**src/rtl/seg7_cmd_display.sv**
```systemverilog
// Command parser for the UART byte stream and a multiplexed 7-segment driver.
// Frames are staged in a shadow image and committed to the display atomically.
module seg7_cmd_display #(
  parameter int NUM_DIGITS   = 4,
  parameter int SCAN_DIV     = 100000,
  parameter int TIMEOUT      = 1000000,
  parameter int COMMON_ANODE = 0
) (
  input  logic                  clk,
  input  logic                  rst_n,
  input  logic [7:0]            rx_byte,
  input  logic                  rbyte_ready,
  output logic [7:0]            seg,
  output logic [NUM_DIGITS-1:0] dig,
  output logic                  frame_ok,
  output logic                  frame_err,
  output logic                  busy
);

  localparam int IW = $clog2(NUM_DIGITS);
  localparam int SW = (SCAN_DIV > 1) ? $clog2(SCAN_DIV) : 1;
  localparam int TW = (TIMEOUT > 1) ? $clog2(TIMEOUT) : 1;

  localparam logic [IW-1:0] LAST      = IW'(NUM_DIGITS - 1);
  localparam logic [SW-1:0] SCAN_LAST = SW'(SCAN_DIV - 1);
  localparam logic [TW-1:0] TO_LAST   = TW'(TIMEOUT - 1);
  localparam logic          INV       = (COMMON_ANODE != 0);

  localparam logic [7:0] CMD_S = 8'h53;
  localparam logic [7:0] CMD_C = 8'h43;

  typedef enum logic {IDLE, DATA} state_t;

  // Returns {valid, dp, gfedcba}.
  function automatic logic [8:0] decode(input logic [7:0] b);
    logic [6:0] g;
    logic       ok;
    g  = 7'h00;
    ok = 1'b1;
    case (b[6:0])
      7'h30: g = 7'h3F;
      7'h31: g = 7'h06;
      7'h32: g = 7'h5B;
      7'h33: g = 7'h4F;
      7'h34: g = 7'h66;
      7'h35: g = 7'h6D;
      7'h36: g = 7'h7D;
      7'h37: g = 7'h07;
      7'h38: g = 7'h7F;
      7'h39: g = 7'h6F;
      7'h41, 7'h61: g = 7'h77;
      7'h42, 7'h62: g = 7'h7C;
      7'h43, 7'h63: g = 7'h39;
      7'h44, 7'h64: g = 7'h5E;
      7'h45, 7'h65: g = 7'h79;
      7'h46, 7'h66: g = 7'h71;
      7'h2D: g = 7'h40;
      7'h20: g = 7'h00;
      default: ok = 1'b0;
    endcase
    return {ok, b[7], g};
  endfunction

  state_t          state;
  logic [IW-1:0]   idx;
  logic [TW-1:0]   tcnt;
  logic [7:0]      shadow  [NUM_DIGITS];
  logic [7:0]      display [NUM_DIGITS];
  logic [SW-1:0]   scnt;
  logic [IW-1:0]   sidx;
  logic [8:0]      dec;
  logic            dvalid;
  logic [7:0]      glyph;
  logic [NUM_DIGITS-1:0] sel;

  assign dec    = decode(rx_byte);
  assign dvalid = dec[8];
  assign glyph  = dec[7:0];

  always_ff @(posedge clk or negedge rst_n) begin
    if (!rst_n) begin
      state     <= IDLE;
      idx       <= '0;
      tcnt      <= '0;
      frame_ok  <= 1'b0;
      frame_err <= 1'b0;
      busy      <= 1'b0;
      for (int i = 0; i < NUM_DIGITS; i++) begin
        shadow[i]  <= 8'h00;
        display[i] <= 8'h00;
      end
    end else begin
      frame_ok  <= 1'b0;
      frame_err <= 1'b0;
      unique case (state)
        IDLE: begin
          if (rbyte_ready) begin
            if (rx_byte == CMD_S) begin
              state <= DATA;
              busy  <= 1'b1;
              idx   <= '0;
              tcnt  <= '0;
            end else if (rx_byte == CMD_C) begin
              for (int i = 0; i < NUM_DIGITS; i++)
                display[i] <= 8'h00;
              frame_ok <= 1'b1;
            end
          end
        end
        DATA: begin
          if (rbyte_ready) begin
            if (!dvalid) begin
              state     <= IDLE;
              busy      <= 1'b0;
              frame_err <= 1'b1;
            end else begin
              shadow[idx] <= glyph;
              tcnt        <= '0;
              idx         <= idx + 1'b1;
              if (idx == LAST) begin
                // Final byte bypasses the shadow so the commit is one edge.
                for (int i = 0; i < NUM_DIGITS; i++)
                  display[i] <= shadow[i];
                display[NUM_DIGITS-1] <= glyph;
                idx      <= '0;
                state    <= IDLE;
                busy     <= 1'b0;
                frame_ok <= 1'b1;
              end
            end
          end else if (tcnt == TO_LAST) begin
            state     <= IDLE;
            busy      <= 1'b0;
            frame_err <= 1'b1;
          end else begin
            tcnt <= tcnt + 1'b1;
          end
        end
        default: state <= IDLE;
      endcase
    end
  end

  assign sel = NUM_DIGITS'(1) << (LAST - sidx);

  always_ff @(posedge clk or negedge rst_n) begin
    if (!rst_n) begin
      scnt <= '0;
      sidx <= '0;
      seg  <= {8{INV}};
      dig  <= {NUM_DIGITS{INV}};
    end else begin
      if (scnt == SCAN_LAST) begin
        scnt <= '0;
        sidx <= (sidx == LAST) ? '0 : sidx + 1'b1;
      end else begin
        scnt <= scnt + 1'b1;
      end
      seg <= display[sidx] ^ {8{INV}};
      dig <= sel ^ {NUM_DIGITS{INV}};
    end
  end

endmodule

```
**config.mk**
```make
export PLATFORM = sky130hd
export DESIGN_NAME = seg7_cmd_display
export DESIGN_NICKNAME = d
export VERILOG_FILES = /design/src/rtl/seg7_cmd_display.sv
export SDC_FILE = /design/constraint.sdc
export NUM_CORES = 1
export LEC_CHECK = 0
export CAP_MARGIN = 15
export CORE_UTILIZATION = 40
export DETAILED_ROUTE_END_ITERATION = 8
export PLACE_DENSITY = 0.53
export SLEW_MARGIN = 40
export SYNTH_ARGS = -nofsm -noshare
export SYNTH_HDL_FRONTEND = slang
export SYNTH_SLANG_ARGS = --single-unit
```
**constraint.sdc**
```tcl
create_clock -name clk -period 4.7 [get_ports clk]
set_clock_uncertainty 0.1 [all_clocks]
set_input_delay 0.94 -clock clk [delete_from_list [all_inputs] [get_ports clk]]
set_output_delay 0.94 -clock clk [all_outputs]
set_load 0.005 [all_outputs]
```
Word level (Yosys, flattened, before mapping)
Index checks and enable logic that the tools add are counted.
- input port bits: 11
- register bits after elaboration: 121
- output and inout bits: 15
- logic and storage cells: 138
- reductions and logical operators: 13
- bitwise logic cells: 3
- mux-type cells: 54
- add/subtract/negate cells: 5
- shifts and indexed selects: 1
- order comparisons: 3
- equal/unequal tests: 41
- operators by type and width (operator ; count):
    32-bit two-way mux ; 6
    7-bit one-hot mux with 17 select lines ; 1
    20-bit two-way mux ; 5
    7-bit by 6-bit equality test with 1-bit output (second input constant) ; 12
    7-bit equality test (second input constant) ; 12
    32-bit one-hot mux with 2 select lines ; 1
    20-bit one-hot mux with 2 select lines ; 1
    32-bit bitwise mux ; 1
    8-bit two-way mux ; 3
    24-bit OR reduction ; 1
    1-bit two-way mux ; 23
    20-bit by 1-bit adder with 20-bit output (second input constant) ; 1
    20-bit equality test (second input constant) ; 1
    17-bit by 1-bit adder with 17-bit output (second input constant) ; 1
    17-bit equality test (second input constant) ; 1
    17-bit two-way mux ; 1
    8-bit binary-select mux with 2-bit select ; 1
    8-bit demux with 2-bit select ; 1
    8-bit by 7-bit equality test with 1-bit output (second input constant) ; 2
    2-bit two-way mux ; 6
    4-bit AND reduction ; 3
    2-bit OR reduction ; 6
    2-bit inequality test (second input constant) ; 5
    3-bit >= comparator (second input constant) ; 2
    other kinds (16) ; 23

Longest topological paths before layout
Gate-level depths: netlist (run 1).
- word-level depth: 7
- mapped depth: 10
- mapped depth without buffers: 7

Worst setup path after synthesis (run 1)
No wires, ideal clock.
- path kind: input to register
- start: input port rx_byte[1]
- end: register display[4] in the netlist's numbering
- cell stages on the path: 10
- buffers on the path: 4
- setup time: 0.121 ns
- data required time: 4.479 ns
- setup slack: 1.984 ns
- data arrival time: 2.495 ns
- path through: buf_2 nor4b_1 a32oi_2 o211ai_2 and3_1 buf_2 nor2b_1 buf_4 buf_6 a22o_1
- longest elaborated chain between the ends: 7
- elaborated cells on any way between the ends: 43
- those cells by class: 29 x eq/ne; 6 x mux; 8 x reduce/logical
- RTL lines (element ; line ; text):
    start: declaration ; 11 ; input logic [7:0] rx_byte,
    7-bit equality test ; 40 ; case (b[6:0])
    2-bit OR reduction, on equally long branches ; n/a ;
    7-bit one-hot mux with 17 select lines ; 40 ;
    32-bit two-way mux ; 120 ; if (idx == LAST) begin
    32-bit two-way mux ; 112 ; if (!dvalid) begin
    32-bit two-way mux ; 111 ; if (rbyte_ready) begin
    32-bit one-hot mux with 2 select lines ; 95 ; unique case (state)
    end signal: indexed assignment ; 123 ; display[i] <= shadow[i];
    end signal: indexed assignment ; 124 ; display[NUM_DIGITS-1] <= glyph;
    end: declaration ; 68 ; logic [7:0] display [NUM_DIGITS];
Parallel ways exist; a longest one is shown, timed or not. The select of a mux whose other input is x is not followed.
A chain may end at the register's enable or synchronous reset.

Worst setup path in the final report (run 1)
- start: input port rx_byte[0]
- end: register tcnt[15]
- longest elaborated chain between the ends: 5
- elaborated cells on any way between the ends: 30
- those cells by class: 27 x eq/ne; 1 x mux; 2 x reduce/logical
- RTL lines (element ; line ; text):
    7-bit by 6-bit equality test with 1-bit output or 7-bit equality test (tied branches) ; 40 ;
    24-bit OR reduction (no line) ; n/a ;
    1-bit two-way mux ; 40 ;
    3-bit by 2-bit inequality test with 1-bit output (no line) ; n/a ;
    4-bit AND reduction (no line) (*) ; n/a ;
    end signal: assignment ; 136 ; tcnt <= tcnt + 1'b1;
    end: declaration ; 66 ; logic [TW-1:0] tcnt;
Mark *: on every way between the ends. The rest lies on a longest branch, timed or not.

==> results of run 1 <==
[layer usage]
| layer | share of wire (%) | wire length (um) |
|---|---|---|
| met1 | 49 | 5440 |
| met3 | 4.2 | 459 |
| met2 | 45 | 4990 |
| met5 | 0 | 0 |
| met4 | 1.4 | 153 |
[cells by family after synthesis]
group / synth area share, %
simple gates: 15.8
flops: 52.2
compound gates: 14.4
buf+inv: 3.72
mux: 7.88
xor+xnor: 3.72
fa+ha+maj: 2.31
[synthesized netlist by cell type (all sizes together) (3+ instances only)]
cell type	n
buf	12
nor2	34
nor4	4
and2	5
mux4	8
o21ai	32
clkbuf	12
ha	10
a22o	31
o31ai	3
nor2b	8
xor2	15
nand3	25
or4	3
a21oi	13
o211ai	3
dfrtp	113
or3	3
nand2	32
and3	7
mux2	21
nor3	5
inv	17
xnor2	8
and4	3
a31oi	5
nand2b	3
nand4	11
[placed cells by master, fill, tap and decap left out, types with 4 or more instances in the layout]
master	n
dfrtp_1	113
a31oi_1	5
a21oi_1	12
a22o_1	31
nor3_1	4
inv_1	17
clkinvlp_4	4
nor2b_1	7
xor2_1	15
and2_1	5
mux4_2	8
mux2_2	21
nor2_1	34
xnor2_1	8
clkbuf_16	17
buf_4	5
ha_1	10
and3_1	6
nand4_1	11
nand3_1	25
clkdlybuf4s50_1	24
o21ai_0	29
nand2_1	32
[where the power goes]
part	switching, mW	internal, mW
registers	0.00928	0.983
logic	0.0644	0.0312
clock network	0.430	0.802
total	0.504	1.82
[layout make-up]
| type | count | area (sq um) | area share, % |
|---|---|---|---|
| flip-flops and latches | 113 | 2830 | 44.4 |
| clock inverters | 9 | 109 | 1.71 |
| well taps | 176 | 220 | 3.46 |
| repair buffers | 30 | 289 | 4.54 |
| clock buffers | 22 | 464 | 7.29 |
| multi-input cells | 328 | 2390 | 37.5 |
| inverters | 18 | 67.6 | 1.06 |
[registers in the layout (all words and copies together) (netlist names)]
register	flops
busy	1
dig	4
display	32
frame_err	1
frame_ok	1
idx	2
scnt	17
seg	8
shadow	24
sidx	2
state	1
tcnt	20
[worst max-delay path by stage]
| stage | endpoint | from | cells past startpoint |
|---|---|---|---|
| after detailed placement | tcnt[15] | rx_byte[0] | 7 |
| final | tcnt[15] | rx_byte[0] | 7 |
| after floorplan | display[4] | rx_byte[1] | 10 |
| after global routing | tcnt[15] | rx_byte[0] | 7 |
| after global placement | tcnt[15] | rx_byte[0] | 7 |
| after CTS | tcnt[15] | rx_byte[0] | 7 |
[stage by stage]
stage | power, mW | instance area [sq um] | utilization [%]
2_1_floorplan | 1.06 | 5410 | -
3_3_place_gp | 1.10 | 5790 | 43.7
3_5_place_dp | 1.10 | 5790 | 43.7
4_1_cts | 2.35 | 6360 | 48.1
5_1_grt | 2.41 | 6360 | 48.1
6_report | 2.32 | 6360 | 48.1
[worst register-to-register path, cell delays in order, from the launching register on]
cell and delay [ns]:
dfrtp_1 0.41, or4b_1 0.53, or4b_1 0.53, nor4_2 0.13, and3_2 0.38, nand2_1 0.11, o21ai_2 0.06
==> results.cfg, run 1 <==
[global_routing]
gr-max-usage-layer = met2
globalRoute.totalOverflow = 0
global_route.usage.total_pct = 17.4
grt.met1_usage_pct = 24.2
first_global_vias = 3732
grt_start_max_net_pins = 81
antenna_violations_before_repair = 0
grt_first_pass_wirelength_um = 19000
groute.layer.met3.usage_pct = 4.44
groute.layer.met2.usage_pct = 25.8

[drt]
vias_per_cell = 5.41
detail_route.drc_violations = 0
drt_first_iter_violations = 251
post_drt_wl_per_cell_um = 15.9
detailed_route_wire_length_um = 11000
drtPass1Iterations = 4
final_antenna_net_count = 0
vias = 3766

[cells_and_area]
insertedDiodeCount = 0
drive_above_1_share_pct = 15.4
fin_nets = 529
final_cells = 696
area.growth.synth_to_final_pct = 17.6
fillers = 1238

[sta]
final.period_utilization_pct = 70.1
timing_hold_violations_final = 0
final.setup.worst_slack_ns = 1.41
whs_ns = 0.379
timing.slew.headroom_pct = 51.9
max_slew.worst_pin.slew_ns = 0.713
rsz_0062_raised_after_global_routing = false
report.final.slew_viol_count = 0
setup-tns-final_ns = 0
fin_crit_ns = 3.29
fmax_mhz = 304
total_of_endpoints_with_negative_setup_slack_in_the_final_report = 0

[clock_network]
tritoncts = yes
clk_latency_ns = 0.41
clk_root_buffer_cell = clkbuf_16
clkTransAtPathRegs_ns = 0.05
clk_path_buf_depth = 2
clkSinkCount = 113
quantity_of_hold_fixing_buffers_added_after_cts = 0
cts-htree-levels = 4
tritoncts.num_buffers = 17
cts_post_setup_buffers_inserted = 0
cts-resized-gates = 0

[setup_path]
critPathLaunchType = input port
slowest_stage = clkdlybuf4s50_1
timing_worst_setup_path_type = in -> reg
crit_required_ns = 4.94
timing.critical_path.to_type = register
worst_ep_arrival_time_ns = 3.54
worst-path-max-fanout = 20
maximum_single_stage_delay_on_the_critical_path_ns = 0.85
worst_path_dominant_cell_family = simple AND/OR/NAND/NOR gates
reg2reg_slack_ns = 2.36
reg2reg_to = sidx[1]
worst_r2r_path_depth = 6
regToRegStartpoint = scnt[12]
timing.critical_path.mode_cell = nand2_1
critical_path_buf_inv_count = 1
path_cells = clkdlybuf4s50_1, and4bb_2, a31oi_1, a211oi_1, nand2_1, or4_1, nand2_1

[synth]
synth_fp_nets = 504
synth.top_cell.area_share_pct = 52.2
netlist_area_sq_mm = 0.00541
number_of_synthesized_flops_with_an_enable_pin = 0
post_synthesis_sequential_area_ratio_pct = 52.2
synth-async-reset-ratio_pct = 100
synthesis.instances = 483
synth.avg_cell_area_sq_um = 11.2
ys_dominant_reg_cell = dfrtp_1
synthDominantAreaCellType = dfrtp_1
yosys.cell_types.count = 64
ff_latch_count_synth = 113
synth.top_cells.by_area = dfrtp_1, a22o_1, mux2_2
yosys_warnings = 0

[power_and_ir_drop]
power.ir.vdd_worst_mv = 0.260
leakagePower_nw = 2.85
power_per_cell_area_mw_per_mm2 = 365

[floorplanning]
placementRows = 42
num_io_pins = 26
effective_utilization_at_floorplan_pct = 40.9
die_footprint_sq_mm = 0.0140
dieWidth_um = 118
die_outline_height_um = 118
placeableCoreArea_sq_mm = 0.0132

[min_path]
hold_start = shadow[16]
worst_hold_path.num_cells = 2
min_delay_worst_endpoint = shadow[16]
worst_hold_path_type = reg -> reg

[place]
placed_cells = 665
placement.setup.worst_slack_ns = 0.994
detailed_place_hpwl_um = 7190
place.port_buffers = 25
gp_congestion = 0.850

[outcome]
outcome = finished clean

[job]
max-cap-violations = 0
No activity file was read; power rests on OpenSTA's default activity.
==> run 2: changes to the inputs <==
- PLACE_DENSITY: 0.53 -> 0.55
- clock period: 4.7 -> 2.8 ns (I/O delays scaled with it)
==> results.cfg, run 2 (synthesis gave the netlist of run 1 again) <==
[outcome]
outcome = finished clean

[clock_network]
quantity_of_hold_fixing_buffers_added_after_cts = 0
clk_path_buf_depth = 2
clk_latency_ns = 0.40
clkTransAtPathRegs_ns = 0.05
clk_root_buffer_cell = clkbuf_16
cts-resized-gates = 0
cts-htree-levels = 4
tritoncts.num_buffers = 17
cts_post_setup_buffers_inserted = 0
clkSinkCount = 113
tritoncts = yes

[drt]
final_antenna_net_count = 0
vias_per_cell = 5.38
post_drt_wl_per_cell_um = 15.7
drt_first_iter_violations = 210
drtPass1Iterations = 4
detailed_route_wire_length_um = 11400
vias = 3911
detail_route.drc_violations = 0

[cells_and_area]
fin_nets = 563
layout.cells.most_common_list = dfrtp_1, buf_4, nor2_1
largest_register = display
insertedDiodeCount = 0
layout_commonest_cell = dfrtp_1
area.growth.synth_to_final_pct = 22.3
post-route-util_pct = 50.0
final_cells = 727
reg_top3 = display: 32 flops, shadow: 24 flops, tcnt: 20 flops
drive_above_1_share_pct = 20.3
final_design_area_no_fill_sq_mm = 0.00662
largest_register_ff_count = 32

[floorplanning]
die_footprint_sq_mm = 0.0140
num_io_pins = 26
placeableCoreArea_sq_mm = 0.0132
die_outline_height_um = 118
dieWidth_um = 118
effective_utilization_at_floorplan_pct = 40.9
placementRows = 42

[setup_path]
worst_ep_arrival_time_ns = 2.64
worst-path-max-fanout = 9
critPathLaunchType = input port
timing_worst_setup_path_type = in -> reg
crit_required_ns = 3.04
timing.critical_path.to_type = register

[global_routing]
globalRoute.totalOverflow = 0
global_route.usage.total_pct = 18.1
antenna_violations_before_repair = 0
grt_start_max_net_pins = 62
grt_first_pass_wirelength_um = 19900
first_global_vias = 3947

[sta]
total_of_endpoints_with_negative_setup_slack_in_the_final_report = 0
timing_hold_violations_final = 0
final.setup.worst_slack_ns = 0.399
max_slew.worst_pin.slew_ns = 0.702
timing.slew.headroom_pct = 53.2
fin_crit_ns = 2.40
report.final.slew_viol_count = 0
final.period_utilization_pct = 85.7
fmax_mhz = 417
whs_ns = 0.0276
rsz_0062_raised_after_global_routing = false

[power_and_ir_drop]
power.ir.vdd_worst_mv = 0.391
leakagePower_nw = 3.01
power_per_cell_area_mw_per_mm2 = 574

[place]
detailed_place_hpwl_um = 7720
placement.setup.worst_slack_ns = -0.0246
place.port_buffers = 25
gp_congestion = 0.807
detailed_place.area_sq_mm = 0.00608
placed_cells = 699

[job]
max-cap-violations = 0

[min_path]
worst_hold_path_type = in -> async
run 2: cell count changes in the layout (fill, tap and decap cells not counted), sizes merged:
cell	change
clkinvlp	-2
buf	+34
bufinv	-1
run 2: area by class of cell:
class / instances / area [sq um]
Clock buffer: 22 / 474
Clock inverter: 6 / 60.1
Fill cell: 1224 / 6630
Inverter: 18 / 67.6
Multi-Input combinational cell: 328 / 2390
Sequential cell: 113 / 2830
Tap cell: 176 / 220
Timing Repair Buffer: 64 / 582
run 2: layer usage:
| metal | part of all wire [%] | track usage (%) | vias up | wire [um] |
|---|---|---|---|---|
| met5 | 0 | 0 | - | 0 |
| met2 | 46 | 27.0 | 72 | 5260 |
| met4 | 1.3 | 8.09 | 0 | 150 |
| met1 | 49 | 24.9 | 1949 | 5630 |
| met3 | 3.2 | 4.44 | 12 | 368 |
| li1 | - | - | 1878 | - |
run 2: final timing paths:
kind,start,to,slack (ns),cells past startpoint
max,rx_byte[6],shadow[14],0.40,10
min,rst_n,seg[5],0.03,1
max reg2reg,scnt[12],sidx[0],0.47,6
min reg2reg,shadow[16],shadow[16],0.38,2
max in group asynchronous,rst_n,shadow[11],1.96,2
min in group clk,shadow[16],shadow[16],0.38,2
run 2: critical path, cell delays in order:
cell             delay, ns
clkdlybuf4s50_1       0.57
nor2b_1               0.25
buf_4                 0.19
nand2b_1              0.07
buf_4                 0.14
o21ai_0               0.14
o22ai_1               0.09
o21ai_0               0.30
buf_4                 0.19
mux2_2                0.13
run 2: power by group:
group          switching, mW  leakage [nW]  internal, mW
registers             0.0152          1.53          1.65
logic                  0.113          1.22        0.0723
clock network          0.683         0.260          1.26
total                  0.811          3.01          2.98
run 2: metrics by stage:
step / power [mW] / TNS (ns)
after floorplan: 1.77 / 0
after global placement: 1.87 / 0
after detailed placement: 1.88 / -0.0719
after CTS: 3.84 / 0
after global routing: 3.94 / 0
final: 3.80 / 0
